## src/rtl/cache_invalidate_responder.sv

```systemverilog
// cache_invalidate_responder
//   Cache-side receiver for coherence invalidates. Incoming addresses are
//   queued in a small circular FIFO. Each one is then looked up in the
//   direct-mapped tag/valid array, and the line's valid bit is cleared when
//   the stored tag matches.
//
// Ports
//   clock, reset          : single clock, asynchronous active-low reset
//   inv_valid/inv_ready   : invalidate request handshake, address on inv_addr
//   tag_rd_en/_index      : tag/valid array read strobe and line index
//   tag_rd_tag/_valid     : stored tag and valid bit, one cycle after tag_rd_en
//   fill_en/fill_index    : the cache is writing this line in the current cycle
//   valid_clr_en/_index   : clear the valid bit of this line on the next edge
//   inv_done/inv_hit      : one-cycle resolution pulse; inv_hit=1 means cleared
//   busy                  : FIFO non-empty or lookup in progress
//   dbg_state_o           : FSM state (0 IDLE, 1 ISSUE, 2 CHECK)
//
// Handshake: a request transfers on a rising clock edge where both inv_valid
// and inv_ready are 1. inv_ready does not depend on inv_valid. The sender
// must hold inv_valid and inv_addr stable until the transfer occurs.
module cache_invalidate_responder #(
  parameter int ADDR_WIDTH  = 16,
  parameter int INDEX_WIDTH = 6,
  parameter int FIFO_DEPTH  = 4
) (
  input  logic                          clock,
  input  logic                          reset,
  input  logic                          inv_valid,
  input  logic [ADDR_WIDTH-1:0]         inv_addr,
  output logic                          inv_ready,
  output logic                          tag_rd_en,
  output logic [INDEX_WIDTH-1:0]        tag_rd_index,
  input  logic [ADDR_WIDTH-INDEX_WIDTH-1:0] tag_rd_tag,
  input  logic                          tag_rd_valid,
  input  logic                          fill_en,
  input  logic [INDEX_WIDTH-1:0]        fill_index,
  output logic                          valid_clr_en,
  output logic [INDEX_WIDTH-1:0]        valid_clr_index,
  output logic                          inv_done,
  output logic                          inv_hit,
  output logic                          busy,
  output logic [1:0]                    dbg_state_o
);

  localparam int TAG_WIDTH = ADDR_WIDTH - INDEX_WIDTH;
  localparam int PTR_W     = $clog2(FIFO_DEPTH);

  typedef enum logic [1:0] {
    IDLE  = 2'd0,
    ISSUE = 2'd1,
    CHECK = 2'd2
  } state_t;

  state_t state_q, state_d;

  logic [ADDR_WIDTH-1:0] fifo_q [FIFO_DEPTH];
  logic [PTR_W:0]        wr_ptr_q, wr_ptr_d;
  logic [PTR_W:0]        rd_ptr_q, rd_ptr_d;
  logic [ADDR_WIDTH-1:0] cur_addr_q, cur_addr_d;

  logic                   empty, full, push, pop;
  logic                   conflict, tag_match, decide;
  logic [INDEX_WIDTH-1:0] cur_index;
  logic [TAG_WIDTH-1:0]   cur_tag;

  // Pointers carry one extra wrap bit so full and empty can be told apart.
  assign empty = (wr_ptr_q == rd_ptr_q);
  assign full  = (wr_ptr_q[PTR_W] != rd_ptr_q[PTR_W]) &&
                 (wr_ptr_q[PTR_W-1:0] == rd_ptr_q[PTR_W-1:0]);

  assign cur_index = cur_addr_q[INDEX_WIDTH-1:0];
  assign cur_tag   = cur_addr_q[ADDR_WIDTH-1:INDEX_WIDTH];

  // A fill of the same line during CHECK means the read data may be stale.
  // In that case the line is reread and no decision is made.
  assign conflict  = fill_en && (fill_index == cur_index);
  assign tag_match = tag_rd_valid && (tag_rd_tag == cur_tag);
  assign decide    = (state_q == CHECK) && !conflict;

  // inv_ready is forced low while reset is held. It comes only from the
  // registered full flag, so a same-cycle pop never reopens a full buffer.
  assign inv_ready = !full && reset;
  assign push      = inv_valid && inv_ready;
  assign pop       = !empty && ((state_q == IDLE) || decide);

  assign busy        = !empty || (state_q != IDLE);
  assign dbg_state_o = state_q;

  assign wr_ptr_d   = wr_ptr_q + {{PTR_W{1'b0}}, push};
  assign rd_ptr_d   = rd_ptr_q + {{PTR_W{1'b0}}, pop};
  assign cur_addr_d = pop ? fifo_q[rd_ptr_q[PTR_W-1:0]] : cur_addr_q;

  // Entry storage needs no reset: the pointers define what is valid.
  always_ff @(posedge clock) begin
    if (push) begin
      fifo_q[wr_ptr_q[PTR_W-1:0]] <= inv_addr;
    end
  end

  always_ff @(posedge clock or negedge reset) begin
    if (!reset) begin
      state_q    <= IDLE;
      wr_ptr_q   <= '0;
      rd_ptr_q   <= '0;
      cur_addr_q <= '0;
    end else begin
      state_q    <= state_d;
      wr_ptr_q   <= wr_ptr_d;
      rd_ptr_q   <= rd_ptr_d;
      cur_addr_q <= cur_addr_d;
    end
  end

  always_comb begin
    state_d = state_q;
    case (state_q)
      IDLE:    if (!empty) state_d = ISSUE;
      ISSUE:   state_d = CHECK;
      CHECK: begin
        if (conflict || !empty) state_d = ISSUE;
        else                    state_d = IDLE;
      end
      default: state_d = IDLE;
    endcase
  end

  always_comb begin
    tag_rd_en       = 1'b0;
    tag_rd_index    = '0;
    valid_clr_en    = 1'b0;
    valid_clr_index = '0;
    inv_done        = 1'b0;
    inv_hit         = 1'b0;
    case (state_q)
      ISSUE: begin
        tag_rd_en    = 1'b1;
        tag_rd_index = cur_index;
      end
      CHECK: begin
        if (decide) begin
          inv_done = 1'b1;
          if (tag_match) begin
            inv_hit         = 1'b1;
            valid_clr_en    = 1'b1;
            valid_clr_index = cur_index;
          end
        end
      end
      default: ;
    endcase
  end

endmodule

```

## config.mk

```make
export PLATFORM = sky130hd
export DESIGN_NAME = cache_invalidate_responder
export DESIGN_NICKNAME = d
export VERILOG_FILES = /design/src/rtl/cache_invalidate_responder.sv
export SDC_FILE = /design/constraint.sdc
export NUM_CORES = 1
export LEC_CHECK = 0
export BUFFER_PORTS_ARGS = -buffer_cell sky130_fd_sc_hd__buf_2
export CORE_MARGIN = 1.5
export CORE_UTILIZATION = 58
export CTS_BUF_LIST = sky130_fd_sc_hd__clkbuf_2
export DETAILED_ROUTE_END_ITERATION = 12
export PLACE_DENSITY = 0.83
export RECOVER_POWER = 25
export SYNTH_ARGS = -nofsm -noshare
export SYNTH_HDL_FRONTEND = slang
export SYNTH_SLANG_ARGS = --single-unit
```

## constraint.sdc

```tcl
create_clock -name clock -period 3.5 [get_ports clock]
set_clock_uncertainty 0.1 [all_clocks]
set_input_delay 1.05 -clock clock [delete_from_list [all_inputs] [get_ports clock]]
set_output_delay 1.05 -clock clock [all_outputs]
set_load 0.005 [all_outputs]
```

==> results of run 1 <==
[cells in the mapped netlist, types with 3 or more instances]
| library cell | n |
|---|---|
| clkbuf_1 | 4 |
| dfrtp_1 | 24 |
| edfxtp_1 | 64 |
| ha_1 | 4 |
| inv_1 | 11 |
| mux2_2 | 7 |
| mux2_4 | 9 |
| mux4_2 | 16 |
| nand2_1 | 4 |
| nor2_1 | 5 |
| nor3_1 | 13 |
| xnor2_1 | 17 |
| xor2_1 | 3 |
[where the power goes]
group,switching (W),internal (W),total [W]
Combinational,0.000560,0.000703,0.00126
Sequential,0.000158,0.00137,0.00153
Clock,0.000299,0.000170,0.000469
[flip-flops by register name, indices dropped and copies added, names as in the netlist]
register     cells
wr_ptr_q         3
fifo_q          64
rd_ptr_q         3
dbg_state_o      2
cur_addr_q      16
[area by class of cell]
cell class | instances | area (um2)
clock buffers | 12 | 60.1
clock inverters | 4 | 45.0
fillers | 380 | 1840
inverters | 11 | 41.3
multi-input cells | 94 | 1050
flip-flops and latches | 88 | 2520
well taps | 75 | 93.8
repair buffers | 66 | 340
[metal layers]
| layer | part of all wire [%] | track usage, % | vias up |
|---|---|---|---|
| li1 | - | - | 905 |
| met1 | 43 | 25.8 | 938 |
| met2 | 51 | 34.6 | 59 |
| met3 | 3.9 | 3.96 | 10 |
| met4 | 1.5 | 10.0 | 0 |
| met5 | 0 | 0 | - |
[logic make-up (layout without fill, tap and decap cells)]
family	after synthesis	in the layout
XOR/XNOR	21	21
AND/OR/NAND/NOR	32	32
flip-flops	88	88
AO/OA/AOI/OAI	5	5
buffers and inverters	20	93
adder cells (fa/ha/maj)	4	4
multiplexers	32	32
[through the flow]
stage	setup WS, ns	power (W)	hold WS, ns	utilization (%)	cells
finish	0.161	0.00326	0.406	69.3	350
global route	0.0177	0.00348	0.439	69.3	350
CTS	0.0921	0.00329	0.410	69.5	350
detailed placement	0.0989	0.00284	0.386	67.7	334
global placement	0.131	0.00278	0.381	67.7	334
floorplan	0.0158	0.00252	0.360	-	202
[worst min path at each step]
stage / endpoint / slack [ns] / cells past startpoint
after floorplan: wr_ptr_q[2]$_DFF_PN0_ / 0.36 / 1
after global placement: wr_ptr_q[2]$_DFF_PN0_ / 0.38 / 1
after detailed placement: wr_ptr_q[2]$_DFF_PN0_ / 0.39 / 1
after CTS: wr_ptr_q[2]$_DFF_PN0_ / 0.41 / 1
after global routing: rd_ptr_q[2]$_DFF_PN0_ / 0.44 / 1
final: wr_ptr_q[2]$_DFF_PN0_ / 0.41 / 1
[worst max-delay path: stages]
cell	delay, ns
buf_2	0.10
xnor2_1	0.22
nand3_2	0.15
o311ai_1	0.29
buf_4	0.20
nor2_1	0.06
buf_2	0.12
[timing repair]
action	CTS	global route
endpoints found under the setup margin	0	8
gates resized for setup	0	1
buffers inserted	0	0
==> results.sh, run 1 <==
export IMPL_status="finished, final reports clean"
export IMPL_clock_root_buffer="clkbuf_2"
export IMPL_cp_max_fo=8
export IMPL_io_pins=57
export IMPL_synth_area_mux_share_pct=15.7
export IMPL_drive_gt1_share_pct=38.9
export IMPL_synth_distinct_cells=29
export IMPL_place_area_um2=4060
export IMPL_synthXorXnorAreaFrac_pct=5.23
export IMPL_grt_antenna_before_repair=0
export IMPL_fp_dieW_um=82.4
export IMPL_dp_hpwl_mm=4.13
export IMPL_synth_top_cells_by_area="edfxtp_1 (53%), dfrtp_1 (16%), mux4_2 (9.9%), xnor2_1 (4.1%), mux2_4 (3.7%)"
export IMPL_first_iter_violations=128
export IMPL_start_util_pct=61.0
export IMPL_worstHoldStart="wr_ptr_q[2]$_DFF_PN0_"
export IMPL_cts_num_sinks=88
export IMPL_synth_top_family_by_area="multiplexers"
export IMPL_crit_required_ns=2.35
export IMPL_synth_compound_area_share_pct=1.57
export IMPL_wl_mm=6.09
export IMPL_synth_seq_cells=88
export IMPL_coreArea_um2=5990
export IMPL_grt_pass1_vias=2006
export IMPL_synth_main_ff_cell="edfxtp_1"
export IMPL_synth_edff_count=64
export IMPL_grt_max_degree=25
export IMPL_clockBufferDepth=2
export IMPL_grt_overflow=0
export IMPL_avgViaCountPerCell=5.46
export IMPL_synth_top_area_share_pct=52.5
export IMPL_max_slew_margin_rel_pct=11.0
export IMPL_maxCapViolCount=0
export IMPL_setup_viol=0
export IMPL_drt_pass1_iterations=4
export IMPL_maxSlewViolCount=0
export IMPL_clock_latency_ns=0.48
export IMPL_route_detailed_wl_per_inst_um=17.4
export IMPL_fin_area_um2=4150
export IMPL_htree_levels=3
export IMPL_drc=0
export IMPL_arrival_ns=2.19
export IMPL_ant_nets=0
export IMPL_hold_path_class="reg -> reg"
export IMPL_p_leak_nw=1.61
export IMPL_ctsHoldBuffers=0
export IMPL_finalHoldViolCount=0
export IMPL_dieArea_um2=6790
export IMPL_reg2reg_to="cur_addr_q[13]$_DFFE_PN0P_"
export IMPL_crit_type="in -> out"
export IMPL_io_buffers=56
export IMPL_netlist_area_um2=3660
export IMPL_p_per_area_nw_per_um2=785
export IMPL_synth_fa_ha_area_share_pct=1.37
export IMPL_syn_area_per_cell_um2=18.1
export IMPL_cp_startpoint="fill_index[2]"
export IMPL_min_period_over_period_pct=95.4
export IMPL_mostFrequentLayoutCells="edfxtp_1 (64), buf_2 (47), dfrtp_1 (24)"
export IMPL_tightest_slew_ns=1.33
export IMPL_numCtsBuffers=9
export IMPL_area_growth_pct=13.5
export IMPL_path_clk_slew_ns=0.20
export IMPL_ys_async_sr_fraction_pct=27.3
export IMPL_irDropWorstVdd_mv=0.481
export IMPL_yosys_area_share_simple_pct=4.52
export IMPL_r2r_cells=5
export IMPL_nets=311
export IMPL_n_antenna_cell=0
export IMPL_grtUsageTotal_pct=20.6
export IMPL_crit_end="inv_hit"
export IMPL_cp_end_kind="primary output"
export IMPL_regToRegSetupSlack_ns=1.25
export IMPL_cp_start_kind="input pin"
export IMPL_fin_setup_tns_ns=0
export IMPL_fin_crit_ns=3.34
export IMPL_yosys_area_top_type="edfxtp_1"
export IMPL_rows=28
export IMPL_mostFrequentLayoutCell="edfxtp_1"
export IMPL_cts_tree="done"
export IMPL_rsz0062_at_grt="no"
export IMPL_grt_first_pass_wirelength_mm=9.76
export IMPL_via_count=1912
export IMPL_die_y_um=82.4
export IMPL_r2r_start="cur_addr_q[2]$_DFFE_PN0P_"
export IMPL_yosysSeqAreaShare_pct=69.0
export IMPL_syn_instance_count=202
export IMPL_place_gp_congestion=0.717
export IMPL_fmax_ghz=0.299
export IMPL_synth_fp_nets=243
export IMPL_yosys_warnings=0
Power figures use the tool's default switching activity.
==> run 2: changes to the inputs <==
==> constraint.sdc (replaced) <==
create_clock -name clock -period 3.5 [get_ports clock]
set_clock_uncertainty 0.1 [all_clocks]
set_input_delay 1.05 -clock clock [delete_from_list [all_inputs] [get_ports clock]]
set_output_delay 1.05 -clock clock [all_outputs]
set_load 0.1 [all_outputs]
==> results.sh, run 2 (synthesis gave the netlist of run 1 again) <==
export IMPL_status="finished, final reports clean"
export IMPL_cp_max_fo=7
export IMPL_wl_mm=6.25
export IMPL_maxSlewViolCount=0
export IMPL_min_to="wr_ptr_q[2]$_DFF_PN0_"
export IMPL_fin_crit_ns=3.49
export IMPL_reg2reg_to="fifo_q[0][12]$_DFFE_PP_"
export IMPL_tightest_slew_ns=1.36
export IMPL_max_slew_margin_rel_pct=9.19
export IMPL_finalHoldViolCount=0
export IMPL_final_seq_area_um2=2520
export IMPL_maxCapViolCount=0
export IMPL_irDropWorstVdd_mv=0.924
export IMPL_min_path_cells=1
export IMPL_holdWs_ns=0.407
export IMPL_htree_levels=3
export IMPL_dp_slack_ns=-0.0321
export IMPL_largest_reg_flops=64
export IMPL_drive_gt1_share_pct=48.4
export IMPL_grtUsageTotal_pct=21.1
export IMPL_numCtsBuffers=9
export IMPL_mostFrequentLayoutCells="edfxtp_1 (64), buf_2 (36), dfrtp_1 (23)"
export IMPL_clockBufferDepth=2
export IMPL_dieArea_um2=6790
export IMPL_cp_end_kind="primary output"
export IMPL_via_count=1955
export IMPL_place_gp_congestion=0.734
export IMPL_setup_viol=0
export IMPL_io_pins=57
export IMPL_avgViaCountPerCell=5.55
export IMPL_start_util_pct=61.0
export IMPL_grt_antenna_before_repair=0
export IMPL_fin_ws_ns=0.00622
export IMPL_die_y_um=82.4
export IMPL_worstHoldStart="wr_ptr_q[2]$_DFF_PN0_"
export IMPL_n_antenna_cell=0
export IMPL_r2r_cells=4
export IMPL_grt_pass1_vias=2119
export IMPL_area_growth_pct=24.1
export IMPL_grt_overflow=0
export IMPL_path_clk_slew_ns=0.22
export IMPL_mostFrequentLayoutCell="edfxtp_1"
export IMPL_arrival_ns=2.34
export IMPL_p_leak_nw=1.75
export IMPL_grt_first_pass_wirelength_mm=10.2
export IMPL_clock_latency_ns=0.50
export IMPL_coreArea_um2=5990
export IMPL_ant_nets=0
export IMPL_p_per_area_nw_per_um2=870
export IMPL_clock_root_buffer="clkbuf_2"
export IMPL_multiInputGateArea_um2=1240
export IMPL_rows=28
export IMPL_regToRegSetupSlack_ns=1.25
export IMPL_io_buffers=56
export IMPL_fp_dieW_um=82.4
export IMPL_min_period_over_period_pct=99.8
export IMPL_route_detailed_wl_per_inst_um=17.8
export IMPL_crit_required_ns=2.35
export IMPL_cts_num_sinks=88
export IMPL_hold_path_class="reg -> reg"
export IMPL_fin_area_um2=4540
export IMPL_drt_pass1_iterations=4
export IMPL_drc=0
export IMPL_place_area_um2=4400
export IMPL_nets=313
export IMPL_rsz0062_at_grt="yes"
export IMPL_crit_type="in -> out"
export IMPL_ctsHoldBuffers=0
export IMPL_first_iter_violations=68
export IMPL_cp_start_kind="input pin"
export IMPL_fmax_ghz=0.286
export IMPL_cts_tree="done"
export IMPL_r2r_start="wr_ptr_q[0]$_DFF_PN0_"
export IMPL_post_cts_setup_buffer_count=0
export IMPL_grt_max_degree=25
export IMPL_fillers=347
export IMPL_dp_hpwl_mm=4.36
export IMPL_final_core_util_pct=75.8
## run 2: cell count changes in the layout (fill, tap and decap cells not counted), moves of 3 or more
cell	previous run	this run
xnor2_1	17	12
nor3_2	0	5
nor3_4	0	7
buf_12	0	10
clkbuf_2	12	9
buf_2	47	36
nor3_1	13	1
xnor2_2	1	5
## run 2: final cells by class
type,count,area share (%)
clock inverters,7,1.57
well taps,75,2.07
flip-flops and latches,88,55.6
inverters,11,0.910
multi-input cells,94,27.3
clock buffers,9,0.992
repair buffers,68,11.6
## run 2: how the worst max path moves through the flow
stage / from / cells past startpoint / end / slack [ns]
after CTS: tag_rd_tag[2] / 7 / valid_clr_index[4] / -0.03
after global placement: tag_rd_tag[2] / 7 / inv_hit / -0.03
after global routing: tag_rd_tag[5] / 6 / valid_clr_index[2] / -0.06
after detailed placement: tag_rd_tag[2] / 7 / valid_clr_index[3] / -0.03
final: tag_rd_tag[5] / 6 / valid_clr_index[3] / 0.006
after floorplan: fill_index[2] / 4 / inv_done / -0.32
## run 2: report_power, final
part / switching, W / internal, W / leakage (nW)
clock: 0.000329 / 0.000165 / 0.0659
combinational: 0.00110 / 0.000793 / 0.820
sequential: 0.000190 / 0.00137 / 0.861
## run 2: what timing repair did
item,4_1_cts,5_1_grt
gates resized for setup,8,2
pin swaps,2,4
setup endpoints to repair,8,8
## run 2: critical path, cell delays in order
cell     delay, ns
buf_2         0.12
xnor2_2       0.12
nand4_1       0.13
or3_4         0.52
nor3_4        0.19
buf_12        0.20
## run 2: per-layer routing
metal | up-vias | wire length (um) | global-route usage, %
met5 | - | 0 | 0
met4 | 0 | 29 | 5.25
li1 | 906 | - | -
met3 | 2 | 283 | 4.84
met2 | 59 | 3260 | 36.2
met1 | 988 | 2680 | 27.5
## run 2: per-stage QoR
step / std cells / total power [W] / setup TNS [ns]
2_1_floorplan: 202 / 0.00311 / -3.31
3_3_place_gp: 337 / 0.00342 / -0.187
3_5_place_dp: 337 / 0.00348 / -0.155
4_1_cts: 353 / 0.00397 / -0.0251
5_1_grt: 352 / 0.00415 / -0.350
6_report: 352 / 0.00395 / 0
==> run 3: changes to the inputs <==
--- a/config.mk
+++ b/config.mk
@@ -8,7 +8,7 @@
 export BUFFER_PORTS_ARGS = -buffer_cell sky130_fd_sc_hd__buf_2
 export CORE_MARGIN = 1.5
 export CORE_UTILIZATION = 58
-export CTS_BUF_LIST = sky130_fd_sc_hd__clkbuf_2
+export CTS_BUF_LIST = sky130_fd_sc_hd__clkbuf_8
 export DETAILED_ROUTE_END_ITERATION = 12
 export PLACE_DENSITY = 0.83
 export RECOVER_POWER = 25
==> results.sh, run 3 (synthesis gave the netlist of run 1 again) <==
export IMPL_status="finished with violations"
export IMPL_violations="negative setup slack"
export IMPL_grt_pass1_vias=2120
export IMPL_drt_pass1_iterations=4
export IMPL_numCtsBuffers=9
export IMPL_route_detailed_wl_per_inst_um=18.1
export IMPL_fp_dieW_um=82.4
export IMPL_fin_ws_ns=-0.0656
export IMPL_io_pins=57
export IMPL_htree_levels=3
export IMPL_tightest_slew_ns=1.35
export IMPL_start_util_pct=61.0
export IMPL_final_core_util_pct=77.7
export IMPL_via_count=1987
export IMPL_post_cts_setup_buffer_count=0
export IMPL_ant_nets=0
export IMPL_grt_max_degree=25
export IMPL_cp_end_kind="primary output"
export IMPL_fmax_ghz=0.280
export IMPL_fin_crit_ns=3.57
export IMPL_finalPower_w=0.00416
export IMPL_avgViaCountPerCell=5.64
export IMPL_die_y_um=82.4
export IMPL_drc=0
export IMPL_mostFrequentLayoutCells="edfxtp_1 (64), buf_2 (32), dfrtp_1 (23)"
export IMPL_hold_path_class="reg -> reg"
export IMPL_drive_gt1_share_pct=49.5
export IMPL_dp_hpwl_mm=4.36
export IMPL_cp_max_fo=7
export IMPL_clock_latency_ns=0.34
export IMPL_grt_first_pass_wirelength_mm=10.1
export IMPL_clock_root_buffer="clkbuf_8"
export IMPL_place_gp_congestion=0.734
export IMPL_dieArea_um2=6790
export IMPL_maxSlewViolCount=0
export IMPL_min_period_over_period_pct=102
export IMPL_area_growth_pct=27.3
export IMPL_nets=313
export IMPL_setup_viol=8
export IMPL_largest_reg_flops=64
export IMPL_mostFrequentLayoutCell="edfxtp_1"
export IMPL_cp_start_kind="input pin"
export IMPL_p_per_area_nw_per_um2=894
export IMPL_cts_tree="done"
export IMPL_n_antenna_cell=0
export IMPL_worstHoldStart="wr_ptr_q[2]$_DFF_PN0_"
export IMPL_grt_antenna_before_repair=0
export IMPL_io_buffers=56
export IMPL_grtUsageTotal_pct=21.1
export IMPL_cp_startpoint="tag_rd_tag[7]"
export IMPL_fillers=330
export IMPL_coreArea_um2=5990
export IMPL_arrival_ns=2.42
export IMPL_wl_mm=6.36
export IMPL_irDropWorstVdd_mv=0.913
export IMPL_rsz0062_at_grt="yes"
export IMPL_first_iter_violations=57
export IMPL_maxCapViolCount=0
export IMPL_finalHoldViolCount=0
export IMPL_grt_overflow=0
export IMPL_max_slew_margin_rel_pct=9.78
export IMPL_cts_num_sinks=88
export IMPL_path_clk_slew_ns=0.08
export IMPL_p_leak_nw=1.80
export IMPL_crit_type="in -> out"
export IMPL_rows=28
export IMPL_r2r_start="wr_ptr_q[0]$_DFF_PN0_"
export IMPL_crit_required_ns=2.35
export IMPL_clockBufferDepth=2
-- run 3: cell types whose count changed in the layout (fill, tap and decap cells not counted), sizes merged --
cell / change
buf: -1
clkbuf: +2
clkinv: -1
-- run 3: through the flow --
| step | std cells | setup TNS [ns] | cell area, um2 | hold slack, ns | setup WS (ns) |
|---|---|---|---|---|---|
| after global routing | 352 | -0.885 | 4660 | 0.414 | -0.126 |
| after CTS | 353 | -0.0206 | 4650 | 0.395 | -0.0206 |
| after detailed placement | 337 | -0.155 | 4400 | 0.383 | -0.0321 |
| after floorplan | 202 | -3.31 | 3850 | 0.360 | -0.324 |
| final | 352 | -0.381 | 4660 | 0.393 | -0.0656 |
| after global placement | 337 | -0.187 | 4400 | 0.377 | -0.0317 |
-- run 3: worst paths after layout --
| check | endpoint | slack (ns) | depth (start not counted) |
|---|---|---|---|
| setup / recovery | valid_clr_index[3] | -0.07 | 6 |
| hold / removal | wr_ptr_q[2]$_DFF_PN0_ | 0.39 | 1 |
| setup reg to reg | fifo_q[0][10]$_DFFE_PP_ | 1.26 | 4 |
| max in group asynchronous | dbg_state_o[1]$_DFFE_PN0P_ | 1.37 | 2 |
| hold reg to reg | wr_ptr_q[2]$_DFF_PN0_ | 0.39 | 1 |
| min in group asynchronous | cur_addr_q[11]$_DFFE_PN0P_ | 1.04 | 2 |
-- run 3: final cells by class --
type | instances | area (um2) | area share (%)
sequential | 88 | 2520 | 54.2
multi-input combinational | 94 | 1250 | 26.8
timing repair buffer | 68 | 544 | 11.7
clock buffer | 10 | 138 | 2.96
tap | 75 | 93.8 | 2.02
clock inverter | 6 | 67.6 | 1.45
inverter | 11 | 41.3 | 0.887
-- run 3: metal layers --
metal  vias to the layer above  routed length [um]  track usage, %
li1                        909                   -               -
met4                         0                 110            8.81
met5                         -                   0               0
met3                        12                 267            2.86
met1                      1006                2670            27.5
met2                        60                3320            35.9
-- run 3: critical path: stages --
cell and delay [ns]:
buf_6 0.10, xnor2_2 0.20, nand4_1 0.16, or3_4 0.51
nor3_4 0.19, buf_12 0.20
-- run 3: timing repair --
action                                  CTS  global route
pin swaps                                 2             6
gates cloned                              0             0
endpoints found under the setup margin    8             8
resized for setup                         8             8
hold buffers                              0             0
-- run 3: report_power, final --
| part | internal [W] | total (W) | switching, W |
|---|---|---|---|
| sequential | 0.00137 | 0.00156 | 0.000188 |
| clock | 0.000351 | 0.000694 | 0.000342 |
| combinational | 0.000799 | 0.00191 | 0.00111 |
